## src/rtl/fetch_unit.sv

```systemverilog
// LEGv8 instruction fetch stage: owns the PC, addresses the instruction ROM and
// registers the fetched word for decode. Optional perf counters: FETCH_PERF_CNT_EN.
module fetch_unit #(
  parameter int unsigned  N               = 64,
  parameter int unsigned  IMEM_WORDS_LOG2 = 6,
  parameter logic [N-1:0] RESET_PC        = '0
) (
  input  logic                       clk,
  input  logic                       reset,
  input  logic                       stall,
  input  logic                       branch_taken,
  input  logic [N-1:0]               branch_target,
  output logic [IMEM_WORDS_LOG2-1:0] imem_addr,
  input  logic [31:0]                imem_q,
  output logic [31:0]                instr,
  output logic [N-1:0]               instr_pc,
  output logic                       instr_valid,
  output logic                       halted,
  output logic                       fault
`ifdef FETCH_PERF_CNT_EN
  ,
  output logic [31:0]                fetch_count,
  output logic [31:0]                bubble_count
`endif
);

  typedef enum logic [1:0] {
    BOOT,
    RUN,
    HALT,
    FAULT
  } state_t;

  localparam logic [N-1:0] ROM_BYTES = {{(N-1){1'b0}}, 1'b1} << (IMEM_WORDS_LOG2 + 2);
  localparam logic [N-1:0] PC_STEP   = {{(N-3){1'b0}}, 3'd4};

  state_t       state, state_n;
  logic [N-1:0] pc, pc_n;
  logic [31:0]  instr_n;
  logic [N-1:0] instr_pc_n;
  logic         instr_valid_n;
  logic         pc_oob;
  logic         tgt_bad;

  assign imem_addr = pc[IMEM_WORDS_LOG2+1:2];
  assign pc_oob    = (pc >= ROM_BYTES);
  assign tgt_bad   = (branch_target[1:0] != 2'b00) || (branch_target >= ROM_BYTES);

  always_ff @(posedge clk or negedge reset) begin
    if (!reset) begin
      state       <= BOOT;
      pc          <= RESET_PC;
      instr       <= '0;
      instr_pc    <= '0;
      instr_valid <= 1'b0;
      halted      <= 1'b0;
      fault       <= 1'b0;
    end else begin
      state       <= state_n;
      pc          <= pc_n;
      instr       <= instr_n;
      instr_pc    <= instr_pc_n;
      instr_valid <= instr_valid_n;
      halted      <= (state_n == HALT);
      fault       <= (state_n == FAULT);
    end
  end

  always_comb begin
    state_n       = state;
    pc_n          = pc;
    instr_n       = instr;
    instr_pc_n    = instr_pc;
    instr_valid_n = instr_valid;
    unique case (state)
      BOOT: begin
        state_n       = RUN;
        instr_valid_n = 1'b0;
      end
      RUN: begin
        // A redirect always wins; a concurrent stall is dropped so the bubble lands.
        if (branch_taken) begin
          instr_valid_n = 1'b0;
          if (tgt_bad) state_n = FAULT;
          else         pc_n    = branch_target;
        end else if (stall) begin
          // hold everything
        end else if (pc_oob) begin
          state_n       = FAULT;
          instr_valid_n = 1'b0;
        end else if (imem_q == '0) begin
          state_n       = HALT;
          instr_valid_n = 1'b0;
        end else begin
          instr_n       = imem_q;
          instr_pc_n    = pc;
          instr_valid_n = 1'b1;
          pc_n          = pc + PC_STEP;
        end
      end
      HALT: begin
        instr_valid_n = 1'b0;
      end
      FAULT: begin
        instr_valid_n = 1'b0;
      end
      default: begin
        state_n       = FAULT;
        instr_valid_n = 1'b0;
      end
    endcase
  end

`ifdef FETCH_PERF_CNT_EN
  logic fetch_inc;
  logic bubble_inc;

  always_comb begin
    fetch_inc  = (state == RUN) && !branch_taken && !stall && !pc_oob && (imem_q != '0);
    bubble_inc = (state == RUN) && (branch_taken ? !tgt_bad : stall);
  end

  always_ff @(posedge clk or negedge reset) begin
    if (!reset) begin
      fetch_count  <= '0;
      bubble_count <= '0;
    end else begin
      if (fetch_inc && (fetch_count != '1))   fetch_count  <= fetch_count + 32'd1;
      if (bubble_inc && (bubble_count != '1)) bubble_count <= bubble_count + 32'd1;
    end
  end
`endif

endmodule

```

## config.mk

```make
export PLATFORM = sky130hd
export DESIGN_NAME = fetch_unit
export DESIGN_NICKNAME = d
export VERILOG_FILES = /design/src/rtl/fetch_unit.sv
export SDC_FILE = /design/constraint.sdc
export NUM_CORES = 1
export LEC_CHECK = 0
export ABC_AREA = 1
export CAP_MARGIN = 20
export CELL_PAD_IN_SITES_DETAIL_PLACEMENT = 1
export CELL_PAD_IN_SITES_GLOBAL_PLACEMENT = 1
export CORE_ASPECT_RATIO = 0.75
export CORE_MARGIN = 1
export CORE_UTILIZATION = 37
export CTS_CLUSTER_DIAMETER = 100
export DETAILED_ROUTE_END_ITERATION = 7
export GPL_ROUTABILITY_DRIVEN = 0
export PLACE_DENSITY = 0.9
export SLEW_MARGIN = 20
export SYNTH_ARGS = -nofsm -noshare
export SYNTH_HDL_FRONTEND = slang
export SYNTH_SLANG_ARGS = --single-unit
```

## constraint.sdc

```tcl
create_clock -name clk -period 2.7 [get_ports clk]
set_input_delay 0.54 -clock clk [delete_from_list [all_inputs] [get_ports clk]]
set_output_delay 0.54 -clock clk [all_outputs]
set_load 0.01 [all_outputs]
```

==> run_results.csv <==
group,metric,value,unit
status,status,"finished clean",
sta,hold_violations,0,
synth,synthesis.nets,960,
cts,clkSinkCount,165,
critical_path,crit_path_top_delay_cell,"clkdlybuf4s50_1",
sta,fin_crit,2.27,ns
cts,cts_setup_buffers,0,
floorplan,rows,43,
floorplan,io_pins,205,
synth,synth_edf_count,0,
cells_and_area,final_common_cell,"inv_1",
critical_path,cp_num_buf_inv,4,
cells_and_area,nNetsFinal,1167,
sta,slew_viol_final,0,
power_and_ir_drop,irDropWorstVdd,0.492,mV
routing,viasPerCell,4.56,
global_route,track_usage,25.1,%
critical_path,crit_type,"in2reg",
cts,cts.path.max_buffers,2,
sta,slew_headroom,56.6,%
cts,numCtsBuffers,17,
routing,wl_per_cell,17.3,um
critical_path,critPathMaxFanout,24,
critical_path,worstPathArrival,2.60,ns
cts,htreeDepth,4,
cells_and_area,area_growth,41.9,%
critical_path,critical_path_required,3.03,ns
global_route,grt-ovfl-total,0,
critical_path,regToRegEndpoint,"instr_pc[0]",
floorplan,die_area,19500,um^2
synth,yosys.area.top_type,"dfrtp_1",
synth,seq_area_frac_synth,59.1,%
cells_and_area,fill_cells,2175,
placed_design,portBuffers,204,
run,maxCapViolCount,0,
sta,rsz0062_at_grt,"false",
floorplan,core,18500,um^2
cts,cts_tree,"yes",
critical_path,slowest_delay,0.45,ns
cts,hold_buffers,0,
hold_path,hp-class,"in2async",
routing,drc,0,
power_and_ir_drop,powerDensity,534,nW/um^2
routing,drt-met1-wl,9.31,mm
synth,yosysWarnings,0,
floorplan,initial_core_util,37.8,%
routing,wl,23.0,mm
critical_path,start_kind,"input pin",
synth,synthesis.area,6990,um^2
sta,finalCritPeriodShare,84.1,%
global_route,antenna_found_initial,0,
synth,syn_inst,858,
synth,ys_seq_elements,165,
cells_and_area,final_cell_mix,"216 x inv_1, 203 x clkdlybuf4s50_1, 185 x nor2_1",
sta,max_freq,0.440,GHz
cells_and_area,diodes,0,
synth,async_flop_share,100,%
critical_path,crit_chain,"clkdlybuf4s50_1 -> inv_1 -> nand2_1 -> nor2_1 -> nand2_1 -> nor2_1 -> nand2_1 -> nand2_4 -> inv_2 -> buf_12 -> nor2_1",
cts,cts.clk_slew.worst_paths,0.07,ns
synth,yosysTopAreaCellShare,59.1,%
critical_path,worstReg2RegStart,"pc[37]",
sta,finalSetupTns,0,ns
floorplan,die_h,121,um
sta,clock_skew,0.0105,ns
global_route,grt_pass1_wl,36.7,mm
power_and_ir_drop,p_leak,5.36,nW
global_route,grt_pass1_vias,6640,
cells_and_area,layout-drive-gt1-share,4.45,%
routing,ant_nets,0,
routing,highest_layer,"met4",
routing,drtIter0Drc,391,
critical_path,cpLargestDelayFamily,"simple AND/OR/NAND/NOR gates",
synth,synthDistinctLibCells,22,
routing,vias,6045,
sta,finalSetupViolations,0,
critical_path,r2r_cells,10,
cts,cts_root_buf,"clkbuf_16",
cts,clk_latency,0.44,ns
routing,wl_met2,11.8,mm
global_route,grt_max_degree,65,
cts,cts_resized,0,
synth,ys.flop_type,"dfrtp_1",
floorplan,chipWidth,161,um
critical_path,reg2reg_setup_slack,0.50,ns
synth,yosys-top-cells-area,"dfrtp_1 59%, inv_1 12%, nor2_1 9.9%, nand2_1 9.5%, o21ai_0 3.3%",
routing,dr_wl_met3,1.17,mm
sta,worst-slew-pin-transition,0.650,ns
critical_path,end_kind,"register",
placed_design,hpwlAfterDp,15.2,mm
synth,syn_area_per_cell,8.15,um^2
routing,first_pass_iters,4,
cells_and_area,final_util,53.6,%
[state kept, by name, indices dropped and copies added, names as in the netlist]
register	count
pc	64
instr	32
instr_pc	64
fault	1
instr_valid	1
halted	1
state	2
[cell type report]
cell class / instances / area (um^2) / share of cell area, %
flip-flops and latches: 165 / 4130 / 41.6
repair buffers: 215 / 2200 / 22.2
multi-input cells: 449 / 1860 / 18.7
clock buffers: 21 / 460 / 4.64
well taps: 247 / 309 / 3.12
clock inverters: 11 / 149 / 1.50
inverters: 217 / 815 / 8.21
[worst max path at each step]
stage	startpoint	end	slack, ns	cells after the start
finish	imem_q[3]	instr_pc[53]	0.43	11
global route	imem_q[3]	pc[13]	0.34	13
CTS	imem_q[3]	pc[13]	0.46	13
detailed placement	imem_q[17]	pc[22]	0.13	11
global placement	imem_q[27]	pc[28]	0.27	11
floorplan	imem_q[7]	pc[43]	1.02	12
[power breakdown]
part	leakage, nW	switching, mW	internal, mW
clock	0.290	1.03	1.51
sequential	1.78	0.00225	2.47
combinational	3.29	0.133	0.155
[cell families (layout without fill, tap and decap cells)]
group	after synthesis	after routing	synth area share, %
AOI/OAI and AO/OA	47	47	3.36
adders and majority gates	2	2	0.358
xor gates and xnor gates	4	4	0.501
and+or+nand+nor	396	396	22.3
buffers and inverters	244	464	14.4
DFF	165	165	59.1
[metrics by stage]
stage | setup slack (ns) | instance area, um^2 | total power [mW] | hold slack, ns | cells
floorplan | 1.02 | 6990 | 2.57 | 0.244 | 858
global placement | 0.268 | 9310 | 2.80 | 0.449 | 1293
detailed placement | 0.129 | 9310 | 2.81 | 0.453 | 1293
CTS | 0.458 | 9920 | 5.35 | 0.110 | 1325
global route | 0.343 | 9920 | 5.46 | 0.121 | 1325
finish | 0.430 | 9920 | 5.30 | 0.0923 | 1325
[Yosys cell counts (2+ instances only)]
cell type,n
buf_2,8
buf_4,7
buf_6,7
clkbuf_1,5
dfrtp_1,165
ha_1,2
inv_1,216
nand2_1,177
nand3_1,13
nand4_1,12
nor2_1,185
nor2_2,2
nor3_1,3
o21ai_0,46
xnor2_1,2
xor2_1,2
[layer usage]
| metal | global-route usage [%] | up-vias |
|---|---|---|
| met2 | 44.2 | 172 |
| met4 | 10.7 | 0 |
| met5 | 0 | - |
| li1 | - | 2875 |
| met3 | 5.81 | 47 |
| met1 | 29.3 | 2951 |
Power figures use the tool's default switching activity.
